$ cat src/rtl/effect_noise_gate.sv
// effect_noise_gate
//
// Sample-rate noise gate placed ahead of the distortion stage. When the input
// envelope stays below a selectable threshold the gate fades the signal to
// silence so idle hiss is not amplified downstream. Opening and closing use
// linear gain ramps, a hold window and open/close hysteresis to avoid chatter.
//
// Parameters:
//   HOLD_SAMPLES  valid samples the gate stays fully open after the input
//                 drops below the close threshold
//   RAMP_SAMPLES  valid samples per gain step during attack/release (>= 1)
//
// Ports:
//   i_clk     clock
//   i_rst_n   asynchronous active-low reset
//   i_valid   one-cycle strobe, i_data carries a new sample
//   i_enable  1 = gate active, 0 = bypass
//   i_level   threshold select (0 -> 128, 1..7 -> level*256)
//   i_data    signed 16-bit input sample
//   o_data    signed 16-bit gated sample, updated every clock
//   o_valid   strobe aligned to o_data, two clocks after i_valid
module effect_noise_gate #(
  parameter int HOLD_SAMPLES = 2048,
  parameter int RAMP_SAMPLES = 64
) (
  input  logic               i_clk,
  input  logic               i_rst_n,
  input  logic               i_valid,
  input  logic               i_enable,
  input  logic [2:0]         i_level,
  input  logic signed [15:0] i_data,
  output logic signed [15:0] o_data,
  output logic               o_valid
);

  localparam int HW = (HOLD_SAMPLES > 1) ? $clog2(HOLD_SAMPLES) : 1;
  localparam int RW = (RAMP_SAMPLES > 1) ? $clog2(RAMP_SAMPLES) : 1;
  localparam logic [HW-1:0] HOLD_LAST = HW'(HOLD_SAMPLES - 1);
  localparam logic [RW-1:0] RAMP_LAST = RW'(RAMP_SAMPLES - 1);
  localparam logic [4:0]    G_UNITY   = 5'd16;

  typedef enum logic [2:0] {
    ST_CLOSED,
    ST_ATTACK,
    ST_OPEN,
    ST_HOLD,
    ST_RELEASE
  } state_t;

  state_t             state, state_nxt;
  logic [4:0]         g, g_nxt;
  logic [HW-1:0]      hold_cnt, hold_nxt;
  logic [RW-1:0]      ramp_cnt, ramp_nxt;

  logic signed [15:0] in_sat;
  logic [14:0]        in_abs;
  logic signed [15:0] p1_data;
  logic               p1_valid;
  logic               p1_enable;
  logic [2:0]         p1_level;
  logic [14:0]        p1_abs;

  logic [14:0]        thr_open, thr_close;
  logic [HW:0]        hold_inc;
  logic [RW-1:0]      ramp_in;
  logic               ramp_up, ramp_down, ramp_tick;
  logic signed [20:0] prod;

  // Clamp the one asymmetric code so |x| always fits in 15 bits and the
  // negated sample can never overflow.
  always_comb begin
    in_sat = (i_data == 16'sh8000) ? 16'sh8001 : i_data;
    in_abs = 15'(in_sat[15] ? -in_sat : in_sat);
  end

  // Stage 1: capture the sample, its magnitude and the controls that travel
  // with it, so a level change only affects the sample it arrived with.
  always_ff @(posedge i_clk or negedge i_rst_n) begin
    if (!i_rst_n) begin
      p1_data   <= '0;
      p1_valid  <= 1'b0;
      p1_enable <= 1'b0;
      p1_level  <= '0;
      p1_abs    <= '0;
    end else begin
      p1_data   <= in_sat;
      p1_valid  <= i_valid;
      p1_enable <= i_enable;
      p1_level  <= i_level;
      p1_abs    <= in_abs;
    end
  end

  // Open threshold from the level select; the close threshold sits an octave
  // lower to give the hysteresis band.
  always_comb begin
    thr_open  = (p1_level == 3'd0) ? 15'd128 : {4'd0, p1_level, 8'd0};
    thr_close = thr_open >> 1;
  end

  // Gate state, gain and counters only move on enabled valid samples; bypass
  // forces everything back to silence so re-enabling always fades in.
  always_ff @(posedge i_clk or negedge i_rst_n) begin
    if (!i_rst_n) begin
      state    <= ST_CLOSED;
      g        <= '0;
      hold_cnt <= '0;
      ramp_cnt <= '0;
    end else begin
      state    <= state_nxt;
      g        <= g_nxt;
      hold_cnt <= hold_nxt;
      ramp_cnt <= ramp_nxt;
    end
  end

  // Next-state logic. The sample that starts a ramp counts as the first
  // sample of its first gain step, which is why ramp_in is zero (not the
  // stale counter) on entry and the step logic runs on that same sample.
  always_comb begin
    state_nxt = state;
    g_nxt     = g;
    hold_nxt  = hold_cnt;
    ramp_nxt  = ramp_cnt;
    ramp_in   = ramp_cnt;
    ramp_up   = 1'b0;
    ramp_down = 1'b0;
    ramp_tick = 1'b0;
    hold_inc  = {1'b0, hold_cnt} + 1'b1;

    if (!p1_enable) begin
      state_nxt = ST_CLOSED;
      g_nxt     = '0;
      hold_nxt  = '0;
      ramp_nxt  = '0;
    end else if (p1_valid) begin
      unique case (state)
        ST_CLOSED: begin
          if (p1_abs >= thr_open) begin
            state_nxt = ST_ATTACK;
            ramp_in   = '0;
            ramp_up   = 1'b1;
          end
        end
        ST_ATTACK: begin
          ramp_up = 1'b1;
        end
        ST_OPEN: begin
          if (p1_abs < thr_close) begin
            state_nxt = ST_HOLD;
            hold_nxt  = '0;
          end
        end
        ST_HOLD: begin
          if (p1_abs >= thr_close) begin
            state_nxt = ST_OPEN;
          end else if (hold_inc >= {1'b0, HOLD_LAST}) begin
            state_nxt = ST_RELEASE;
            ramp_in   = '0;
            ramp_down = 1'b1;
          end else begin
            hold_nxt = hold_inc[HW-1:0];
          end
        end
        ST_RELEASE: begin
          if (p1_abs >= thr_open) begin
            state_nxt = ST_ATTACK;
            ramp_in   = '0;
            ramp_up   = 1'b1;
          end else begin
            ramp_down = 1'b1;
          end
        end
        default: begin
          state_nxt = ST_CLOSED;
          g_nxt     = '0;
        end
      endcase

      if (ramp_up || ramp_down) begin
        ramp_tick = (ramp_in == RAMP_LAST);
        ramp_nxt  = ramp_tick ? '0 : ramp_in + 1'b1;
        if (ramp_tick && ramp_up) begin
          g_nxt = g + 5'd1;
          if (g_nxt == G_UNITY) begin
            state_nxt = ST_OPEN;
          end
        end else if (ramp_tick && ramp_down) begin
          g_nxt = g - 5'd1;
          if (g_nxt == 5'd0) begin
            state_nxt = ST_CLOSED;
          end
        end
      end
    end
  end

  // Gain is applied as g/16 using the gain held before this sample's update;
  // the arithmetic shift floors toward -inf and g=16 is exact passthrough.
  always_comb begin
    prod = 21'(p1_data) * $signed({16'd0, g});
  end

  // Stage 2: output register, refreshed every clock like the downstream stage.
  always_ff @(posedge i_clk or negedge i_rst_n) begin
    if (!i_rst_n) begin
      o_data  <= '0;
      o_valid <= 1'b0;
    end else begin
      o_valid <= p1_valid;
      o_data  <= p1_enable ? 16'(prod >>> 4) : p1_data;
    end
  end

endmodule

$ cat config.mk
export PLATFORM = sky130hd
export DESIGN_NAME = effect_noise_gate
export DESIGN_NICKNAME = d
export VERILOG_FILES = /design/src/rtl/effect_noise_gate.sv
export SDC_FILE = /design/constraint.sdc
export NUM_CORES = 1
export LEC_CHECK = 0
export BUFFER_PORTS_ARGS = -buffer_cell sky130_fd_sc_hd__clkbuf_2
export CAP_MARGIN = 0
export CORE_UTILIZATION = 59
export DETAILED_ROUTE_END_ITERATION = 6
export PLACE_DENSITY = 0.89
export SYNTH_ARGS = -nofsm -noshare
export SYNTH_HDL_FRONTEND = slang
export SYNTH_SLANG_ARGS = --single-unit
$ cat constraint.sdc
create_clock -name i_clk -period 5.04 [get_ports i_clk]
set_input_delay 0.252 -clock i_clk [delete_from_list [all_inputs] [get_ports i_clk]]
set_output_delay 0.252 -clock i_clk [all_outputs]
set_load 0.1 [all_outputs]
* Word level (Yosys, flattened, before mapping)
Cells that the tools add are included.
W data, S select, Z words.
** Cells by class
- $add $sub $neg :: 5
- Multipliers :: 1
- Magnitude comparators :: 4
- Eq/ne operators :: 13
- Multiplexer cells :: 48
- Reductions and logical operators :: 10
** Operators with widths (number)
- $mux W11 :: 6
- $mux W6 :: 9
- $mux W3 :: 11
- $mux W16 :: 2
- $mux W5 :: 6
- $pmux W11 S2 :: 1
- $mul A16 B6 Y20 :: 1
- $eq A16 B16 Y1 const B :: 1
- $ge A15 B10 Y1 :: 1
- $ge A15 B11 Y1 :: 1
- $lt A15 B10 Y1 :: 1
- $mux W15 :: 1
- $neg A15 Y15 :: 1
- $add A11 B1 Y12 const B :: 1
- $ge A12 B11 Y1 const B :: 1
- $pmux W3 S4 :: 1
- $pmux W6 S2 :: 1
- $ne A3 B3 Y1 const B :: 3
- $mux W1 :: 8
- $add A6 B1 Y6 const B :: 1
- $eq A3 B2 Y1 const B :: 2
- $eq A6 B6 Y1 const B :: 1
- $logic_not A3 Y1 :: 2
- $add A5 B1 Y5 const B :: 1
- 15 further kinds :: 17
** Word-level totals
- Register bits :: 78
- Output and inout bits :: 17
- Logic and storage cells :: 92

* Logic depth before layout (Yosys ltp)
- Depth after elaboration :: 14
- Mapped depth :: 18
- Mapped depth without buffers :: 18

* Least setup slack after synthesis
OpenSTA, ideal clock, no wires.
- Path kind :: register to register
- From :: reg g[2]
- To :: reg o_data[12]
- Setup time :: 0.125 ns
- Arrival :: 4.389 ns
- Data required time :: 4.915 ns
- Path slack :: 0.527 ns
- Cell stages (with the launch flop) :: 17
- Path buffers :: 2
- Cell sequence :: dfrtp_1 -> clkbuf_1 -> clkbuf_1 -> nand2_1 -> fa_1 -> inv_1 -> fa_1 -> fa_1 -> ha_1 -> o21ai_0 -> nor2_1 -> a41oi_1 -> a21oi_1 -> a211o_1 -> a21oi_1 -> xnor2_1 -> mux2_2
** On the way
- Cells in the longest elaborated chain, start to end :: 2
** RTL lines
- start: declaration :: RTL line 51 : logic [4:0] g, g_nxt;
- start signal: assignment :: RTL line 111 : g <= g_nxt;
- $mul A16 B6 Y20 :: RTL line 201 : prod = 21'(p1_data) * $signed({16'd0, g});
- $mux W16 :: RTL line 211 : o_data <= p1_enable ? 16'(prod >>> 4) : p1_data;
- end signal: assignment :: RTL line 211
- end: declaration :: RTL line 32 : output logic signed [15:0] o_data,
Every way passes these cells.
A chain may end at the register's enable or synchronous reset.

* Worst setup path after layout
Same ends and word-level chain as after synthesis.

==> qor.txt <==
Post-Syn Area per Cell = 9.47 um^2
Slew headroom = 36.0%
Final period utilization = 94.4%
Final Skew = 0.0101 ns
Final Cell Area = 7030 um^2
Yosys cell types = 75
HP Class = in -> async
Wirelength, routed = 15200 um
Via count = 5371
Placed Area = 6780 um^2
Die area = 11500 um^2
Initial core utilization = 62.0%
Post-DRT Antenna Nets = 0
Avg Vias per Cell = 6.30
Die Y = 107 um
Avg WL per Cell = 17.8 um
Hpwl dp = 11400 um
Crit path capture type = flop
Power Dens Cells = 202 nW/um^2
Fillcell total = 762
Setup TNS Final = 0 ns
GPL Wtd Cong = 0.913
Num CTS Buffers = 9
Antenna diodes = 0
P_leak = 3.35 nW
I/O Pins = 40
Worst skew pair latency = 0.36 ns
Die W = 107 um
Total power = 1.42 mW
Fin nets = 829
FF-to-FF setup slack = 0.28 ns
Pin count of the biggest net entering global routing = 78
Peak VDD IR = 0.167 mV
Area growth, synth to finish = 7.90%
Number of port buffers = 39
Synthesized area = 6510 um^2
# DRC = 0
RSZ-0062 raised after global routing = no
Register area share after synthesis = 29.6%
Setup violators final = 0
TritonCTS clock tree = built
Post-synth top flop = dfrtp_1
Largest stage delay, worst path = 0.58 ns
Total clock sinks = 77
Hold slack = -0.00358 ns
FP Rows = 37
Critical-path maximum fanout = 11
Synth warn = 0
Worst reg-to-reg path cell count = 14
Layout cells sized above 1 = 13.0%
FF+latch area = 1930 um^2
First-pass GRT wire length = 25500 um
Worst Setup EP = o_data[12]$_DFF_PN0_
Asr flop ratio synth = 100%
Total Routing Usage GR = 28.9%
Antenna violations before repair = 0
Total gr overflow = 0
Clock transition at the registers of the reported paths = 0.08 ns
Critical path type = reg -> reg
Worst r2r src = g[2]$_DFFE_PN0P_
Measured slew at the worst slew-check pin = 0.960 ns
Synth Net Count = 805
Clk root buf = clkbuf_8
CP startpoint kind = flop
Crit path top cell by count = fa_1
CP cell instances = nand2_1 -> fa_1 -> inv_1 -> fa_1 -> fa_1 -> ha_1 -> o21ai_0 -> nor2_1 -> a41oi_1 -> a21oi_1 -> a211o_1 -> a21oi_1 -> xnor2_1 -> mux2_2
Core ar. = 10500 um^2
Fmax = 0.210 GHz
Slowest stage cell on the critical path = dfrtp_1
Vias in the first global route = 5388
Run status = complete, but fails checks
Setup Fix Bufs, Post-CTS = 0
Data arrival, critical path = 5.01 ns
Initial DRC Count = 521
H-Tree Depth = 3
Crit path from = g[2]$_DFFE_PN0P_
Multi-input logic area = 4210 um^2
Min Tclk post-route = 4.76 ns
Flops & latches, synth = 77
DRT Pass-1 Iters = 6
Worst EP required = 5.29 ns
CTS max path bufs = 2
Fin. Hold Viols = 3
Failing checks = negative hold slack
R2r endpoint = o_data[12]$_DFF_PN0_
Max Cap Viol = 0
Synth Instances = 688
EDFF count, synth = 0
Slew Limit Fails = 0
[worst max-delay path: cells and delay by family (launching register included)]
kind / cells / cell delay, ns
compound gates: 5 / 1.50
xor+xnor: 1 / 0.09
fa+ha+maj: 4 / 1.91
buf+inv: 1 / 0.05
flops: 1 / 0.58
mux: 1 / 0.26
simple gates: 2 / 0.27
[state kept, by name, indices dropped and copies added, names as in the netlist]
signal / flops
g: 5
hold_cnt: 11
o_data: 16
o_valid: 1
p1_abs: 15
p1_data: 15
p1_enable: 1
p1_level: 3
p1_valid: 1
ramp_cnt: 6
state: 3
[worst min path at each step]
| stage | to | slack, ns | start |
|---|---|---|---|
| CTS | p1_data[1]$_DFF_PN0_ | 0.02 | i_data[1] |
| global placement | p1_valid$_DFF_PN0_ | 0.36 | i_valid |
| detailed placement | p1_level[0]$_DFF_PN0_ | 0.36 | i_level[0] |
| floorplan | g[0]$_DFFE_PN0P_ | -0.04 | i_rst_n |
| finish | o_data[3]$_DFF_PN0_ | -0.004 | i_rst_n |
| global route | p1_data[10]$_DFF_PN0_ | 0.03 | i_data[10] |
[through the flow]
stage          util [%]  worst slack, ns  cells  hold WS [ns]
2_1_floorplan         -            0.527    688       -0.0436
3_3_place_gp       64.6            0.631    832         0.362
3_5_place_dp       64.6            0.355    832         0.362
4_1_cts            66.9            0.328    853        0.0228
5_1_grt            66.9           0.0571    853        0.0321
6_report           66.9            0.280    853      -0.00358
[power breakdown]
part | internal, mW | switching [mW] | leakage (nW)
registers | 0.650 | 0.0336 | 0.967
logic | 0.0773 | 0.185 | 2.29
clock network | 0.241 | 0.231 | 0.0964
[per-layer routing]
metal	global-route usage [%]	vias to the layer above	wire (um)
met2	45.9	281	7190
met5	0	-	0
met1	38.5	2608	6310
met4	15.4	0	597
met3	4.32	60	1070
li1	-	2422	-
[cell usage in the layout, fill, tap and decap left out, types with 21 or more instances in the layout]
cell type | synthesis | routed
nand3_1 | 30 | 30
and2_1 | 48 | 48
fa_1 | 46 | 46
ha_1 | 48 | 48
inv_1 | 59 | 59
nand2_1 | 70 | 70
nor2_1 | 25 | 25
dfrtp_1 | 77 | 77
o21ai_0 | 21 | 21
clkbuf_2 | 0 | 38
xnor2_1 | 29 | 29
[final cells by class]
class                      instances  share of cell area, %
multi-input combinational        513                   59.9
clock inverter                     4                  0.677
tap                              136                   2.42
inverter                          60                   3.21
timing repair buffer              51                   4.27
sequential                        77                   27.4
clock buffer                      12                   2.07
[cell usage after synthesis, drive strengths merged (4+ instances only)]
library cell / count / share of area, %
a22o: 5 / 0.67
a21oi: 20 / 1.5
o21ai: 24 / 1.9
buf: 6 / 0.44
nand2: 70 / 4.0
xor2: 4 / 0.54
and2: 48 / 4.6
clkbuf: 32 / 1.8
a211oi: 7 / 0.96
xnor2: 29 / 3.9
ha: 48 / 9.2
nor2: 25 / 1.4
nand3b: 5 / 0.58
dfrtp: 77 / 30
or3: 4 / 0.38
a41oi: 4 / 0.54
nor4: 6 / 0.58
a31oi: 8 / 0.86
nor2b: 4 / 0.38
and3: 8 / 0.77
fa: 46 / 14
inv: 59 / 3.4
o41ai: 4 / 0.54
nand3: 30 / 2.3
a21o: 10 / 1.2
nor3: 17 / 1.6
or2: 7 / 0.71
o211ai: 4 / 0.54
or4: 5 / 0.63
nand2b: 4 / 0.38
mux2: 11 / 1.9
nand4: 10 / 0.96
[timing repair]
item | 4_1_cts | 5_1_grt
hold endpoints to repair | 5 | 0
hold buffers | 5 | 0
gates resized for setup | 0 | 0
[cells by family after synthesis]
kind of cell	after synthesis	synth area share, %
flip-flops	77	29.6
multiplexers	14	2.36
AO/OA/AOI/OAI	123	14.3
AND/OR/NAND/NOR	249	20.2
buffers and inverters	98	5.74
XOR/XNOR	33	4.44
adder cells (fa/ha/maj)	94	23.4
(Power assumes the default switching activity.)
